File: src/rtl/decode_queue_pkg.sv
// Shared types for the instruction queue and decode stage.
// Entry, decoded-control bundle, privilege encoding and helpers.
package decode_queue_pkg;

  typedef enum logic [1:0] {
    PRIV_U = 2'b00,
    PRIV_S = 2'b01,
    PRIV_M = 2'b11
  } rv_priv;

  typedef enum logic [3:0] {
    ALU_NONE,
    ALU_ADD,
    ALU_SUB,
    ALU_SLL,
    ALU_SLT,
    ALU_SLTU,
    ALU_XOR,
    ALU_SRL,
    ALU_SRA,
    ALU_OR,
    ALU_AND
  } alu_op_e;

  typedef struct packed {
    alu_op_e    alu_opt;
    logic [4:0] rd;
    logic [4:0] rs1;
    logic [4:0] rs2;
    logic       rd_en;
    logic       use_imm;
    logic       load;
    logic       store;
    logic       branch;
    logic       jump;
    logic       csr_en;
    logic       fence_i;
    logic       flush_pipe;
    logic       ecall;
    logic       ebreak;
    logic       mret;
  } decode_pack;

  typedef struct packed {
    logic [63:0] pc;
    logic [31:0] instr;
    logic        fault;
  } iq_entry;

  localparam logic [6:0] OPC_OPIMM  = 7'h13;
  localparam logic [6:0] OPC_OP     = 7'h33;
  localparam logic [6:0] OPC_LUI    = 7'h37;
  localparam logic [6:0] OPC_AUIPC  = 7'h17;
  localparam logic [6:0] OPC_JAL    = 7'h6f;
  localparam logic [6:0] OPC_JALR   = 7'h67;
  localparam logic [6:0] OPC_BRANCH = 7'h63;
  localparam logic [6:0] OPC_LOAD   = 7'h03;
  localparam logic [6:0] OPC_STORE  = 7'h23;
  localparam logic [6:0] OPC_MISC   = 7'h0f;
  localparam logic [6:0] OPC_SYSTEM = 7'h73;

  localparam logic [31:0] INSN_ECALL  = 32'h0000_0073;
  localparam logic [31:0] INSN_EBREAK = 32'h0010_0073;
  localparam logic [31:0] INSN_MRET   = 32'h3020_0073;

  function automatic alu_op_e alu_of(logic [2:0] f3, logic alt);
    alu_op_e op;
    unique case (f3)
      3'd0: op = alt ? ALU_SUB : ALU_ADD;
      3'd1: op = ALU_SLL;
      3'd2: op = ALU_SLT;
      3'd3: op = ALU_SLTU;
      3'd4: op = ALU_XOR;
      3'd5: op = alt ? ALU_SRA : ALU_SRL;
      3'd6: op = ALU_OR;
      default: op = ALU_AND;
    endcase
    return op;
  endfunction

  function automatic logic is_serialising(
    decode_pack p, logic illegal, logic fault
  );
    return fault | illegal | p.csr_en | p.fence_i
         | p.flush_pipe | p.ecall | p.ebreak | p.mret;
  endfunction

endpackage

File: src/rtl/decode_queue_decoder.sv
// Single-instruction RV64 decoder; all outputs zero when en=0.
// MRET legality follows the live privilege input.
module rv_decoder
  import decode_queue_pkg::*;
(
  input  logic        en,
  input  logic [31:0] instr,
  input  rv_priv      priv,
  output decode_pack  pack,
  output logic [63:0] imm,
  output logic        illegal
);
  logic [6:0] opc;
  logic [2:0] f3;
  logic [6:0] f7;
  logic [63:0] imm_i, imm_s, imm_b, imm_u, imm_j;

  assign opc = instr[6:0];
  assign f3  = instr[14:12];
  assign f7  = instr[31:25];

  assign imm_i = {{52{instr[31]}}, instr[31:20]};
  assign imm_s = {{52{instr[31]}}, instr[31:25], instr[11:7]};
  assign imm_b = {{51{instr[31]}}, instr[31], instr[7],
                  instr[30:25], instr[11:8], 1'b0};
  assign imm_u = {{32{instr[31]}}, instr[31:12], 12'b0};
  assign imm_j = {{43{instr[31]}}, instr[31], instr[19:12],
                  instr[20], instr[30:21], 1'b0};

  always_comb begin
    pack    = '0;
    imm     = '0;
    illegal = 1'b0;
    if (en) begin
      pack.rd  = instr[11:7];
      pack.rs1 = instr[19:15];
      pack.rs2 = instr[24:20];
      unique case (1'b1)
        opc == OPC_OPIMM: begin
          pack.rd_en   = 1'b1;
          pack.use_imm = 1'b1;
          pack.alu_opt = alu_of(f3, f3 == 3'd5 && instr[30]);
          imm          = imm_i;
          illegal = (f3 == 3'd1 && instr[31:26] != 6'h00)
                 || (f3 == 3'd5 && instr[31:26] != 6'h00
                     && instr[31:26] != 6'h10);
        end
        opc == OPC_OP: begin
          pack.rd_en   = 1'b1;
          pack.alu_opt = alu_of(f3, instr[30]);
          illegal = !(f7 == 7'h00
                   || (f7 == 7'h20 && (f3 == 3'd0 || f3 == 3'd5)));
        end
        opc == OPC_LUI, opc == OPC_AUIPC: begin
          pack.rd_en   = 1'b1;
          pack.use_imm = 1'b1;
          pack.alu_opt = ALU_ADD;
          imm          = imm_u;
        end
        opc == OPC_JAL: begin
          pack.rd_en = 1'b1;
          pack.jump  = 1'b1;
          imm        = imm_j;
        end
        opc == OPC_JALR: begin
          pack.rd_en   = 1'b1;
          pack.jump    = 1'b1;
          pack.use_imm = 1'b1;
          imm          = imm_i;
          illegal      = f3 != 3'd0;
        end
        opc == OPC_BRANCH: begin
          pack.branch = 1'b1;
          imm         = imm_b;
          illegal     = f3[2:1] == 2'b01;
        end
        opc == OPC_LOAD: begin
          pack.load    = 1'b1;
          pack.rd_en   = 1'b1;
          pack.use_imm = 1'b1;
          pack.alu_opt = ALU_ADD;
          imm          = imm_i;
          illegal      = f3 == 3'd7;
        end
        opc == OPC_STORE: begin
          pack.store   = 1'b1;
          pack.use_imm = 1'b1;
          pack.alu_opt = ALU_ADD;
          imm          = imm_s;
          illegal      = f3[2];
        end
        opc == OPC_MISC: begin
          pack.fence_i    = f3 == 3'd1;
          pack.flush_pipe = f3 == 3'd1;
          illegal         = f3[2:1] != 2'b00;
        end
        opc == OPC_SYSTEM: begin
          if (f3 == 3'd0) begin
            if (instr == INSN_ECALL)
              pack.ecall = 1'b1;
            else if (instr == INSN_EBREAK)
              pack.ebreak = 1'b1;
            else if (instr == INSN_MRET) begin
              pack.mret = 1'b1;
              illegal   = priv != PRIV_M;
            end else
              illegal = 1'b1;
          end else begin
            // imm carries the CSR address for the CSR unit
            pack.csr_en = 1'b1;
            pack.rd_en  = 1'b1;
            imm         = {52'b0, instr[31:20]};
            illegal     = f3 == 3'd4;
          end
        end
        default: illegal = 1'b1;
      endcase
    end
  end

endmodule

File: src/rtl/decode_queue_fifo.sv
// Ring buffer with variable-count push/pop and windowed reads.
// Flush drops same-cycle traffic and rewinds both pointers.
module iq_fifo #(
  parameter int WIDTH  = 97,
  parameter int DEPTH  = 8,
  parameter int PUSH_W = 2,
  parameter int POP_W  = 2
) (
  input  logic clk,
  input  logic rst_n,
  input  logic flush,
  input  logic [$clog2(PUSH_W+1)-1:0] push_n,
  input  logic [PUSH_W-1:0][WIDTH-1:0] push_data,
  input  logic [$clog2(POP_W+1)-1:0] pop_n,
  output logic [$clog2(DEPTH+1)-1:0] count,
  output logic [POP_W-1:0][WIDTH-1:0] rd_data
);
  localparam int AW = $clog2(DEPTH);
  localparam int CW = $clog2(DEPTH+1);

  logic [WIDTH-1:0] mem [DEPTH];
  logic [AW-1:0] wr_ptr;
  logic [AW-1:0] rd_ptr;

  always_ff @(posedge clk or negedge rst_n) begin
    if (!rst_n) begin
      wr_ptr <= '0;
      rd_ptr <= '0;
      count  <= '0;
    end else if (flush) begin
      wr_ptr <= '0;
      rd_ptr <= '0;
      count  <= '0;
    end else begin
      wr_ptr <= wr_ptr + AW'(push_n);
      rd_ptr <= rd_ptr + AW'(pop_n);
      count  <= count + CW'(push_n) - CW'(pop_n);
    end
  end

  always_ff @(posedge clk) begin
    if (!flush) begin
      for (int k = 0; k < PUSH_W; k++) begin
        if (k < int'(push_n))
          mem[wr_ptr + AW'(k)] <= push_data[k];
      end
    end
  end

  always_comb begin
    rd_data = '0;
    for (int i = 0; i < POP_W; i++)
      rd_data[i] = mem[rd_ptr + AW'(i)];
  end

endmodule

File: src/rtl/decode_queue.sv
// Instruction queue plus multi-lane decode between fetch and issue.
// Serialising entries are only ever presented alone on lane 0.
module decode_queue
  import decode_queue_pkg::*;
#(
  parameter int FETCH_W  = 2,
  parameter int DECODE_W = 2,
  parameter int DEPTH    = 8
) (
  input  logic clk,
  input  logic rst_n,
  input  logic flush,
  input  rv_priv priv_mode,
  input  logic in_valid,
  output logic in_ready,
  input  logic [63:0] in_pc,
  input  logic [FETCH_W-1:0][31:0] in_instr,
  input  logic [FETCH_W-1:0] in_mask,
  input  logic in_fault,
  output logic [DECODE_W-1:0] out_valid,
  output logic [DECODE_W-1:0][63:0] out_pc,
  output logic [DECODE_W-1:0][31:0] out_instr,
  output decode_pack [DECODE_W-1:0] out_pack,
  output logic [DECODE_W-1:0][63:0] out_imm,
  output logic [DECODE_W-1:0] out_illegal,
  output logic [DECODE_W-1:0] out_fault,
  input  logic [$clog2(DECODE_W+1)-1:0] out_accept
);
  localparam int PW = $clog2(FETCH_W+1);
  localparam int CW = $clog2(DEPTH+1);
  localparam int EW = $bits(iq_entry);

  logic [CW-1:0] count;
  logic [PW-1:0] push_n;
  iq_entry [FETCH_W-1:0] push_data;
  iq_entry [DECODE_W-1:0] rd_data;
  decode_pack [DECODE_W-1:0] dec_pack;
  logic [DECODE_W-1:0][63:0] dec_imm;
  logic [DECODE_W-1:0] cand, dec_ill, ser, valid;

  assign in_ready = (DEPTH - int'(count)) >= FETCH_W;

  always_comb begin
    push_n    = '0;
    push_data = '0;
    for (int k = 0; k < FETCH_W; k++) begin
      push_data[k].pc    = in_pc + 64'(4 * k);
      push_data[k].instr = in_instr[k];
      push_data[k].fault = in_fault;
      if (in_valid && in_ready && in_mask[k])
        push_n = push_n + PW'(1);
    end
  end

  iq_fifo #(
    .WIDTH (EW),
    .DEPTH (DEPTH),
    .PUSH_W(FETCH_W),
    .POP_W (DECODE_W)
  ) u_fifo (
    .clk      (clk),
    .rst_n    (rst_n),
    .flush    (flush),
    .push_n   (push_n),
    .push_data(push_data),
    .pop_n    (out_accept),
    .count    (count),
    .rd_data  (rd_data)
  );

  for (genvar i = 0; i < DECODE_W; i++) begin : g_lane
    assign cand[i] = int'(count) > i;

    rv_decoder u_dec (
      .en     (cand[i] && !rd_data[i].fault),
      .instr  (rd_data[i].instr),
      .priv   (priv_mode),
      .pack   (dec_pack[i]),
      .imm    (dec_imm[i]),
      .illegal(dec_ill[i])
    );

    assign ser[i] = is_serialising(dec_pack[i], dec_ill[i],
                                   rd_data[i].fault);

    assign out_pc[i]      = valid[i] ? rd_data[i].pc : '0;
    assign out_instr[i]   = valid[i] ? rd_data[i].instr : '0;
    assign out_fault[i]   = valid[i] && rd_data[i].fault;
    assign out_pack[i]    = valid[i] ? dec_pack[i] : '0;
    assign out_imm[i]     = valid[i] ? dec_imm[i] : '0;
    assign out_illegal[i] = valid[i] && dec_ill[i];
  end

  // Lane 0 may be serialising but then stands alone.
  always_comb begin
    logic stop;
    valid = '0;
    stop  = 1'b0;
    for (int i = 0; i < DECODE_W; i++) begin
      if (!cand[i] || stop) begin
        stop = 1'b1;
      end else if (i == 0) begin
        valid[0] = 1'b1;
        stop     = ser[0];
      end else if (ser[i]) begin
        stop = 1'b1;
      end else begin
        valid[i] = 1'b1;
      end
    end
  end

  assign out_valid = valid;

endmodule

File: config.mk
export PLATFORM = sky130hd
export DESIGN_NAME = decode_queue
export DESIGN_NICKNAME = d
export VERILOG_FILES = /design/src/rtl/decode_queue_pkg.sv /design/src/rtl/decode_queue_decoder.sv /design/src/rtl/decode_queue_fifo.sv /design/src/rtl/decode_queue.sv
export SDC_FILE = /design/constraint.sdc
export NUM_CORES = 2
export LEC_CHECK = 0
export BUFFER_PORTS_ARGS = -buffer_cell sky130_fd_sc_hd__buf_4
export CORE_ASPECT_RATIO = 0.6
export CORE_UTILIZATION = 60
export DETAILED_ROUTE_END_ITERATION = 6
export GPL_TIMING_DRIVEN = 0
export MAX_ROUTING_LAYER = met4
export PLACE_DENSITY = 0.81
export REMOVE_ABC_BUFFERS = 1
export SKIP_CTS_REPAIR_TIMING = 1
export SYNTH_ARGS = -nofsm -noshare
export SYNTH_HDL_FRONTEND = slang
export SYNTH_HIERARCHICAL = 1
export SYNTH_SLANG_ARGS = --single-unit
File: constraint.sdc
create_clock -name clk -period 23.8 [get_ports clk]
set_input_delay 4.76 -clock clk [delete_from_list [all_inputs] [get_ports clk]]
set_output_delay 4.76 -clock clk [all_outputs]
set_load 0.02 [all_outputs]
==> metrics.md <==
| Metric | Value |
|---|---|
| Wirelength per Cell | 30.6 µm |
| Clock Path Buffers | 3 |
| Clk_lat worst skew | 0.69 ns |
| HPWL Detailed | around 100 mm |
| Final RePlAce weighted congestion | 0.964 |
| CTS Sinks | 786 |
| Seq/Total Area, Yosys | 45.6% |
| Cell area after synthesis | 51700 µm² |
| Fraction of layout cells with a size suffix above 1 | 53.0% |
| Most frequent cells in the layout | mux2_2 (906), edfxtp_1 (776), buf_4 (519) |
| PortBufs | 519 |
| Setup TNS | 0 ns |
| Worst setup path startpoint | priv_mode[0] |
| Setup Slack @ Placement | approximately 11 ns |
| Post-synth EDFFs | ~780 |
| Chip Width | roughly 380 µm |
| RR Endpoint | u_fifo/mem[6][71] |
| Placed instance area | between 50000 and 60000 µm² |
| RSZ-0062 raised after global routing | no |
| Reg clk slew, reported paths | 0.06 ns |
| Cell Pwr Density | around 78 nW/µm² |
| # IOs | between 500 and 600 |
| Crit path arrival time | a little under 8 ns |
| Largest net degree at the start of global routing | 145 |
| CTS root buf | clkbuf_16 |
| Library cells used by synthesis | 79 |
| Die height | 229 µm |
| Hold WS | approximately 0.73 ns |
| Final hold vios | 0 |
| Fmax | 80.3 MHz |
| R2R depth | 16 |
| Design Area, Final | 60600 µm² |
| Sequential cell area | 23600 µm² |
| Yosys reg bits | 786 |
| Routed WL | 156 mm |
| Pleak | 0.0209 µW |
| Period utilization | 52.3% |
| Reg-to-Reg Start | u_fifo/count[0] |
| R2R Setup Slk | 18.50 ns |
| CP startpoint kind | primary input |
| Post-route minimum period | 12.45 ns |
| Crit-path max FO | a little over 100 |
| Routing usage on met1 | 49.3% |
| First-pass GRT wire length | 230 mm |
| Rows | 82 |
| Yosys warnings | 6 |
| Area grow syn2layout | 17.3% |
| Max-Slew Margin vs Limit | roughly 5.9% |
| CP Class | in -> out |
| Fillers | 5418 |
| Number of global-route vias before repair | 35098 |
| Worst hold path class | reg -> reg |
| Starting DRT DRC Count | 4427 |
| Worst setup margin | 11.35 ns |
| Mapped Cells | 3523 |
| Total iterations of the first detailed-routing run | 6 |
| Critical-path top delay cell | and3_4 |
| Die Area | 87400 µm² |
| CTS tree | built |
| Crit path required time | between 15 and 20 ns |
| CP max stage delay | around 0.64 ns |
| Fin util | 71.9% |
| Vias per cell | 6.86 |
| Critical-path cell list | buf_4 > nand2_1 > o22ai_1 > a21oi_1 > o31a_1 > nor4_1 > nand2_1 > nor4_1 > and3_4 > buf_16 > and2_1 > buf_4 |
| Area of the multi-input gates | 26400 µm² |
| CP Capture Type | output port |
| DRC | 0 |
| Total Nets Final | between 4000 and 5000 |
| Met3 Usage GRT | 8.23% |
| Met2 Resource Use GR | 55.5% |
| Crit path to | out_pc[91] |
| Layer carrying the most global-route usage | met2 |
| Status | finished, final reports clean |
| Starting Density | 61.3% |
| Grt ovf | 0 |
| Antenna-violating nets left | 0 |
| Max Slew Vio Count | 0 |
| Htree depth | 3 |
| Max VDD drop | 79.7 µV |
| Commonest non-fill, non-tap cell in the layout | mux2_2 |
| Total track usage | 36.4% |
| Worst slew pin tran | around 1.4 ns |
| # setup viols final | 0 |
| Async set-or-reset flop fraction in the synthesized netlist | 1.27% |
| Ys flop type | edfxtp_1 |
| Core Region | 84300 µm² |
| Total CTS buffers | 75 |
| Setup Skew | 0.0199 ns |
| Routed vias | 35028 |
| Syn avg cell area | 14.7 µm² |
| Initial antenna violation count | 18 |
| MaxCap Viol Count | 0 |
-- how the worst min path moves through the flow --
stage / end / depth (start not counted) / slack, ns / start
after floorplan: u_fifo/count[3] / 3 / 0.61 / u_fifo/count[3]
after global placement: u_fifo/count[3] / 3 / 0.66 / u_fifo/count[3]
after detailed placement: u_fifo/wr_ptr[0] / 2 / 0.70 / u_fifo/wr_ptr[0]
after CTS: u_fifo/wr_ptr[0] / 2 / 0.72 / u_fifo/wr_ptr[0]
after global routing: u_fifo/count[0] / 2 / 0.75 / u_fifo/count[0]
final: u_fifo/wr_ptr[0] / 2 / 0.73 / u_fifo/wr_ptr[0]
-- worst max-delay path, delay by kind of cell --
kind                   cells  cell delay (ns)
and+or+nand+nor            6             1.57
AOI/OAI and AO/OA          3             0.64
buffers and inverters      3             0.64
-- per-stage QoR --
step	cells	total power, µW
global placement	4835	3690
finish	5105	4710
CTS	5088	4700
detailed placement	4953	3450
global route	5104	4850
floorplan	3182	2910
-- state kept, by name, indices dropped and copies added, names as in the netlist --
| register | count |
|---|---|
| u_fifo/wr_ptr | 3 |
| u_fifo/rd_ptr | 3 |
| u_fifo/mem | 776 |
| u_fifo/count | 4 |
-- kinds of logic (layout without fill, tap and decap cells) --
| logic type | Yosys count | after routing | share of synthesized area (%) |
|---|---|---|---|
| buf+inv | 375 | 799 | 3.78 |
| xor+xnor | 69 | 69 | 1.20 |
| flops | 786 | 786 | 45.6 |
| simple gates | 775 | 775 | 9.12 |
| compound gates | 139 | 139 | 1.76 |
| other cells | 1 | 25 | 0.00726 |
| fa+ha+maj | 18 | 18 | 0.494 |
| mux | 1360 | 1360 | 38.1 |
-- report_power, final --
group / internal [µW] / total, µW / switching (µW)
Sequential: 1610 / 1660 / 49.0
Clock: 700 / 1250 / 554
Combinational: 776 / 1790 / 1020
Total: 3090 / 4710 / 1620
-- per-layer routing --
layer  vias up  share of wire (%)  routed length, µm
met4         0                2.7               4180
met1     18007                 38              60000
met5         -                  0                  0
met3       326                 11              17400
li1      14558                  -                  -
met2      2137                 48              74500
-- cell usage after synthesis, drive strengths merged (19+ instances only) --
| cell | count | area, µm² |
|---|---|---|
| mux2 | 970 | 10900 |
| edfxtp | 776 | 23300 |
| and2 | 432 | 2710 |
| mux4 | 388 | 8740 |
| buf | 238 | 1390 |
| clkbuf | 110 | 460 |
| nand2 | 85 | 319 |
| a21oi | 56 | 280 |
| nor2 | 54 | 218 |
| xor2 | 41 | 367 |
| nand3 | 33 | 180 |
| nor3 | 29 | 181 |
| xnor2 | 28 | 253 |
| inv | 27 | 101 |
| nor4 | 24 | 156 |
| o21ai | 19 | 103 |
-- area by class of cell --
cell class              count  share of cell area, %
well taps                1134                   2.34
flip-flops and latches    786                   38.9
inverters                  27                  0.175
clock buffers              91                   3.30
repair buffers            637                   10.9
multi-input cells        2369                   43.6
diodes                     17                 0.0702
clock inverters            44                  0.788
(Power assumes the default switching activity.)
